<file path="config.mk">
export PLATFORM = sky130hd
export DESIGN_NAME = tdm_demux_rx
export DESIGN_NICKNAME = d
export VERILOG_FILES = /design/src/rtl/tdm_demux_rx.sv
export SDC_FILE = /design/constraint.sdc
export NUM_CORES = 1
export LEC_CHECK = 0
export ABC_AREA = 0
export CORE_MARGIN = 2
export CORE_UTILIZATION = 39
export CTS_CLUSTER_SIZE = 28
export DETAILED_ROUTE_END_ITERATION = 6
export MAX_ROUTING_LAYER = met4
export PLACE_DENSITY_LB_ADDON = 0.1
export SLEW_MARGIN = 40
export SYNTH_ARGS = -nofsm -noshare
export SYNTH_HDL_FRONTEND = slang
export SYNTH_SLANG_ARGS = --single-unit
</file>
<file path="constraint.sdc">
create_clock -name clk -period 2.6 [get_ports clk]
set_input_delay 0.39 -clock clk [delete_from_list [all_inputs] [get_ports clk]]
set_output_delay 0.39 -clock clk [all_outputs]
set_load 0.03 [all_outputs]
</file>
<file path="src/rtl/tdm_demux_rx.sv">
// -----------------------------------------------------------------------------
// tdm_demux_rx
// Receive side of a serial time-division link. Each enabled sample carries one
// channel bit; a sync marker accompanies the slot-0 bit. The block hunts for
// sync, then tracks slot position and reassembles the N channel bits of each
// frame into a parallel word. Lock is held while sync keeps arriving on slot 0.
// Lock is dropped after MISS_MAX consecutive frames whose slot 0 has no sync.
//
// Ports:
//   clk        rising-edge clock
//   rst        synchronous reset, active-high, highest priority
//   en         sample strobe; z and sync are only looked at when en=1
//   z          serial TDM bit
//   sync       frame marker, asserted together with the slot-0 bit
//   c          reassembled word, c[k] = bit received in slot k
//   valid      one-cycle pulse when c has been loaded with a complete frame
//   s          slot index of the next expected sample (0 while hunting)
//   locked     1 while frame alignment is held
//   frame_err  one-cycle pulse when sync arrives on a slot other than 0
// -----------------------------------------------------------------------------
module tdm_demux_rx #(
    parameter int N        = 4,
    parameter int SW       = $clog2(N),
    parameter int MISS_MAX = 3
) (
    input  logic          clk,
    input  logic          rst,
    input  logic          en,
    input  logic          z,
    input  logic          sync,
    output logic [N-1:0]  c,
    output logic          valid,
    output logic [SW-1:0] s,
    output logic          locked,
    output logic          frame_err
);

    // The miss counter only ever holds 0..MISS_MAX-1.
    localparam int MW = (MISS_MAX > 1) ? $clog2(MISS_MAX) : 1;

    localparam logic [0:0] ST_HUNT   = 1'b0;
    localparam logic [0:0] ST_LOCKED = 1'b1;

    localparam logic [SW-1:0] SLOT_ZERO = SW'(0);
    localparam logic [SW-1:0] SLOT_ONE  = SW'(1);
    localparam logic [SW-1:0] SLOT_LAST = SW'(N - 1);
    localparam logic [MW-1:0] MISS_ZERO = MW'(0);
    localparam logic [MW-1:0] MISS_ONE  = MW'(1);
    localparam logic [MW-1:0] MISS_LAST = MW'(MISS_MAX - 1);

    logic [0:0]    state_r;
    logic [SW-1:0] slot_r;
    logic [MW-1:0] miss_r;
    // Slots 0..N-2 are buffered; the slot N-1 bit goes straight into c.
    logic [N-2:0]  buf_r;

    // The slot register is only ever non-zero while locked, so it drives s directly.
    assign s      = slot_r;
    assign locked = (state_r == ST_LOCKED);

    // Frame alignment state machine, slot tracking and word assembly.
    always_ff @(posedge clk) begin
        if (rst) begin
            state_r   <= ST_HUNT;
            slot_r    <= SLOT_ZERO;
            miss_r    <= MISS_ZERO;
            buf_r     <= '0;
            c         <= '0;
            valid     <= 1'b0;
            frame_err <= 1'b0;
        end else begin
            // Pulses last one cycle whether or not a sample arrives.
            valid     <= 1'b0;
            frame_err <= 1'b0;
            if (en) begin
                case (state_r)
                    ST_HUNT: begin
                        if (sync) begin
                            buf_r[0] <= z;
                            slot_r   <= SLOT_ONE;
                            state_r  <= ST_LOCKED;
                        end else begin
                            slot_r   <= SLOT_ZERO;
                        end
                    end
                    ST_LOCKED: begin
                        if (sync && (slot_r != SLOT_ZERO)) begin
                            // Misaligned sync: drop the partial frame and
                            // realign on this sample as slot 0.
                            frame_err <= 1'b1;
                            buf_r[0]  <= z;
                            slot_r    <= SLOT_ONE;
                            miss_r    <= MISS_ZERO;
                        end else if (slot_r == SLOT_ZERO) begin
                            if (sync) begin
                                miss_r   <= MISS_ZERO;
                                buf_r[0] <= z;
                                slot_r   <= SLOT_ONE;
                            end else if (miss_r == MISS_LAST) begin
                                // Too many frames without sync: give up lock.
                                state_r  <= ST_HUNT;
                                slot_r   <= SLOT_ZERO;
                                miss_r   <= MISS_ZERO;
                            end else begin
                                // Flywheel: keep decoding on the expected timing.
                                miss_r   <= miss_r + MISS_ONE;
                                buf_r[0] <= z;
                                slot_r   <= SLOT_ONE;
                            end
                        end else if (slot_r != SLOT_LAST) begin
                            buf_r[slot_r] <= z;
                            slot_r        <= slot_r + SLOT_ONE;
                        end else begin
                            c      <= {z, buf_r};
                            valid  <= 1'b1;
                            slot_r <= SLOT_ZERO;
                        end
                    end
                    default: begin
                        state_r <= ST_HUNT;
                        slot_r  <= SLOT_ZERO;
                        miss_r  <= MISS_ZERO;
                    end
                endcase
            end else begin
                state_r <= state_r;
            end
        end
    end

endmodule

</file>
## Word level (Yosys, flattened, before mapping)

Index checks and enable logic that the tools add are counted.

| storage, ports and cells | value |
|---|---|
| register bits after elaboration | 14 |
| bits in latches | 0 |
| bits in writable memories | 0 |
| ROM bits | 0 |
| input bits | 5 |
| output and inout port bits | 9 |
| logic and storage cells | 62 |
| memories kept | 0 |

| operators by class | value |
|---|---|
| add/subtract/negate cells | 2 |
| $mul | 0 |
| divide/modulo/power cells | 0 |
| magnitude comparators | 2 |
| equality and inequality tests | 5 |
| shift operators | 0 |
| mux-type cells | 29 |
| bitwise logic cells | 5 |
| reduce and logical (&&, ||, !) cells | 11 |

Operator list:

| kind | count |
|---|---|
| $mux 1 | 17 |
| $mux 2 | 7 |
| $reduce_and 5->1 | 2 |
| $ne 5x5->1 const B | 1 |
| $not 1->1 | 5 |
| $reduce_or 5->1 | 1 |
| $add 2x1->2 const B | 2 |
| $ne 2x2->1 const B | 2 |
| $ne 4x1->1 const B | 1 |
| $pmux 1 s2 | 2 |
| $pmux 2 s2 | 1 |
| $reduce_and 4->1 | 1 |
| $reduce_bool 2->1 | 2 |
| $bwmux 3 | 1 |
| $lt 2x3->1 const B | 1 |
| $reduce_and 3->1 | 1 |
| $reduce_or 3->1 | 1 |
| $demux 1 s2 | 1 |
| $eq 2x2->1 const B | 1 |
| $ge 2x1->1 const B | 1 |
| $logic_and 1x1->1 | 2 |
| $logic_not 2->1 | 1 |

## Depth between registers and ports, before layout

| depth | value |
|---|---|
| depth in word-level cells | 9 |
| gate-level depth with buffers | 6 |
| mapped depth without buffers | 6 |

## Worst setup path after synthesis

Ideal clock, no wire load.

| timing path | value |
|---|---|
| path kind | register -> register |
| start point | register slot_r[0] (netlist: s[0]) |
| end point | register buf_r[0] |
| setup time | 0.132 ns |
| data arrival time | 1.701 ns |
| required time | 2.468 ns |
| slack | 0.766 ns |
| cell stages (with the launch flop) | 7 |
| path buffers | 0 |
| period minus slack after synthesis | 1.834 ns |
| cell sequence | dfxtp_1 inv_1 ha_1 nor2b_1 a2111oi_2 nand4bb_1 a21oi_1 |

| on the way | value |
|---|---|
| longest elaborated chain between the ends | 9 |
| elaborated cells on any way between the ends | 17 |
| those cells by class | order compare (2); eq/ne (3); mux (7); reduce/logical (5) |

RTL lines:

| item | line | source |
|---|---|---|
| start: declaration | 52 | `logic [SW-1:0] slot_r;` |
| start signal: assignment | 112 | `slot_r <= slot_r + SLOT_ONE;` |
| $lt 2x3->1 (not written as such) / $ge 2x1->1 (equally long branches) | 111 | `buf_r[slot_r] <= z;` |
| $logic_and 1x1->1 (not written as such) | 111 |  |
| $mux 1 (not written as such) | 111 |  |
| $demux 1 s2 | 111 |  |
| $bwmux 3 | 111 |  |
| $mux 1 | 110 | `end else if (slot_r != SLOT_LAST) begin` |
| $mux 1 | 94 | `end else if (slot_r == SLOT_ZERO) begin` |
| $mux 1 | 87 | `if (sync && (slot_r != SLOT_ZERO)) begin` |
| $pmux 1 s2 | 76 | `case (state_r)` |
| end signal: assignment | 79 | `buf_r[0] <= z;` |
| end signal: assignment | 97 | `buf_r[0] <= z;` |
| end signal: indexed assignment | 111 |  |
| end: declaration | 55 | `logic [N-2:0] buf_r;` |

Parallel ways exist; a longest one is shown, timed or not. The select of a mux whose other input is x is not followed.
A chain may end at the register's enable or synchronous reset.

## Worst setup path in the final report

| timing path | value |
|---|---|
| start point | register state_r (netlist: locked) |
| end point | output locked |

RTL lines:

| item | line | source |
|---|---|---|
| start: declaration | 51 | `logic [0:0] state_r;` |
| start signal: assignment | 126 | `state_r <= state_r;` |
| end: declaration | 34 | `output logic locked,` |

No word-level cell between the ends.

==> flow_metrics.tcl <==
set metrics [dict create \
    skew_ns 0.00221 \
    cp_slowest_cell "clkdlybuf4s50_1" \
    ys_top_cells_by_count "dfxtp_1, nor2_1, mux2i_1, ha_1, a21oi_1" \
    holdCritStartpoint "buf_r[0]" \
    p_leak_nw 0.377 \
    wl_per_cell_um 12.0 \
    start_util_pct 41.5 \
    core.rowCount 15 \
    postSynthCellCount 76 \
    crit_type "flip-flop to primary output" \
    dieHeight_um 46.9 \
    yosys.area.top_type "dfxtp_1" \
    clk_pin_slew_ns 0.08 \
    io_buffers 13 \
    clk_latency_ns 0.28 \
    track_usage_pct 15.7 \
    min_path_type "flip-flop to flip-flop" \
    die_x_um 46.9 \
    critPathTopFamily "buffers and inverters" \
    worst_ep_required_time_ns 2.21 \
    hpwl_um 989 \
    syn_nets 87 \
    clock_power_share_pct 35.9 \
    p_per_area_mw_per_mm2 488 \
    pwr-share-seq_pct 51.8 \
    period_share_pct 75.5 \
    gp_congestion 0.799 \
    insertedDiodeCount 0 \
    ant_nets 0 \
    ys.flop_type "dfxtp_1" \
    cp.arrival_ns 1.57 \
    hold_buffers 0 \
    switching_power_mw 0.108 \
    setup_viol 0 \
    worstRegToRegCells 6 \
    worst_slew_pin_slew_ns 0.524 \
    drt-initial-drc-count 12 \
    yosysWarnings 0 \
    min_period_ns 1.96 \
    clk_path_buf_depth 2 \
    worstPathMaxFanout 12 \
    io_pins 14 \
    cts_tree "built" \
    p_int_mw 0.327 \
    cp-start-kind "flip-flop" \
    ys_types 29 \
    final_util_pct 51.7 \
    final-hold-violation-count 0 \
    reg2reg_slack_ns 0.77 \
    yosysTopAreaCellShare_pct 39.1 \
    antenna_found_initial 0 \
    grt_setup_unrepaired "no" \
    ir_drop_mv 0.330 \
    hold_depth 2 \
    via_per_inst 4.92 \
    cap_violations 0 \
    grt_pass1_vias 501 \
    syn_to_final_growth_pct 24.4 \
    critical_path.cell_chain "clkdlybuf4s50_1" \
    synth_most_common_cell "dfxtp_1" \
    grt_max_degree 15 \
    die_area_mm2 0.00220 \
    seq_area_frac_synth_pct 39.1 \
    drive_gt1_share_pct 8.89 \
    design.core.area_mm2 0.00173 \
    fmax_ghz 0.509 \
    h-tree-depth 1 \
    status "completed" \
    hold_end "buf_r[0]" \
    drv_slew 0 \
    synthTopCellsByArea "dfxtp_1, ha_1, mux2i_1" \
    grt_first_pass_wirelength_mm 2.28 \
    fin_tns_setup_ns 0 \
    end_kind "primary output" \
    cts_made_buffers 3 \
    wirelength_mm 1.38 \
    synthesis.area_um2 717 \
    async_reset_ff_share_pct 0 \
    relSlewSlack_pct 65.0 \
    critPathBufInv 1 \
    via_count 566 \
    synth_seq_cells 14 \
    cts-root-buf "clkbuf_4" \
    post-cts-setup-buffers 0 \
    r2r_end "buf_r[0]" \
    critPathMaxStageDelay_ns 0.74 \
    synth_edf_count 0 \
    layout.nets 102 \
    p_sw_share_pct 24.8 \
    drc 0 \
    crit_cells 1 \
    p_comb_share_pct 12.3 \
    syn_avg_cell_area_um2 9.43 \
    post_cts_resized 0 \
    cts.sinks 14 \
    r2r-start "s[0]" \
    dr.pass1.iters 4 \
    grt_overflow 0 \
]
cell type report:
type                    instances  area, um2
multi-input cells              56        403
inverters                       3       11.3
clock buffers                   4       36.3
fillers                       188        835
well taps                      25       31.3
flip-flops and latches         14        280
repair buffers                 13        130
logic make-up (layout without fill, tap and decap cells):
family / Yosys count / after routing / synth area share, %
mux: 7 / 7 / 9.77
buf+inv: 6 / 20 / 4.71
flops: 14 / 14 / 39.1
compound gates: 13 / 13 / 12.4
fa+ha+maj: 6 / 6 / 10.5
simple gates: 30 / 30 / 23.6
cell usage in the layout (no fill, tap or decap):
cell             Yosys  layout
a2111oi_2            1       1
a211oi_1             1       1
a21boi_1             1       1
a21o_2               1       1
a21oi_1              4       4
a22oi_1              1       1
and3_1               1       1
and3b_1              2       2
clkbuf_4             0       3
clkbuf_8             1       1
clkdlybuf4s50_1      0      13
dfxtp_1             14      14
ha_1                 6       6
inv_1                3       3
mux2i_1              7       7
nand2_1              3       3
nand2b_1             1       1
nand2b_2             1       1
nand2b_4             1       1
nand3_1              2       2
nand3b_1             1       1
nand4_1              2       2
nand4bb_1            1       1
nor2_1              11      11
nor2b_1              2       2
nor3_1               2       2
o211ai_1             1       1
o21ai_0              2       2
o21ai_1              1       1
metal layers:
layer | global-route usage [%] | vias up | wire, um
met1 | 20.8 | 260 | 729
met3 | 4.62 | 4 | 47
met2 | 20.5 | 9 | 574
met4 | 10.0 | 0 | 24
met5 | - | - | 0
li1 | - | 293 | -
metrics by stage:
stage	area [um2]	hold WS, ns	instances	power (mW)	setup WS, ns
after floorplan	717	0.454	76	0.265	0.766
after global placement	856	0.479	111	0.283	0.786
after detailed placement	856	0.484	111	0.284	0.767
after CTS	892	0.499	115	0.440	0.630
after global routing	892	0.527	115	0.458	0.555
final	892	0.494	115	0.435	0.636
how the worst max path moves through the flow:
stage | start | endpoint | slack [ns]
floorplan | s[0] | buf_r[0] | 0.77
global placement | sync | c[0] | 0.79
detailed placement | s[0] | buf_r[0] | 0.77
CTS | locked | locked | 0.63
global route | locked | locked | 0.55
finish | locked | locked | 0.64
registers in the layout (all words and copies together) (netlist names):
register   count
buf_r          3
valid          1
locked         1
s              2
miss_r         2
c              4
frame_err      1
power by group through the flow:
stage	logic (mW)	clock network (mW)	registers [mW]
6_report	0.0536	0.156	0.225
5_1_grt	0.0589	0.173	0.226
4_1_cts	0.0539	0.161	0.225
3_5_place_dp	0.0539	0	0.230
3_3_place_gp	0.0532	0	0.230
2_1_floorplan	0.0328	0	0.232
Note: power is estimated with default switching activity, not from simulation.
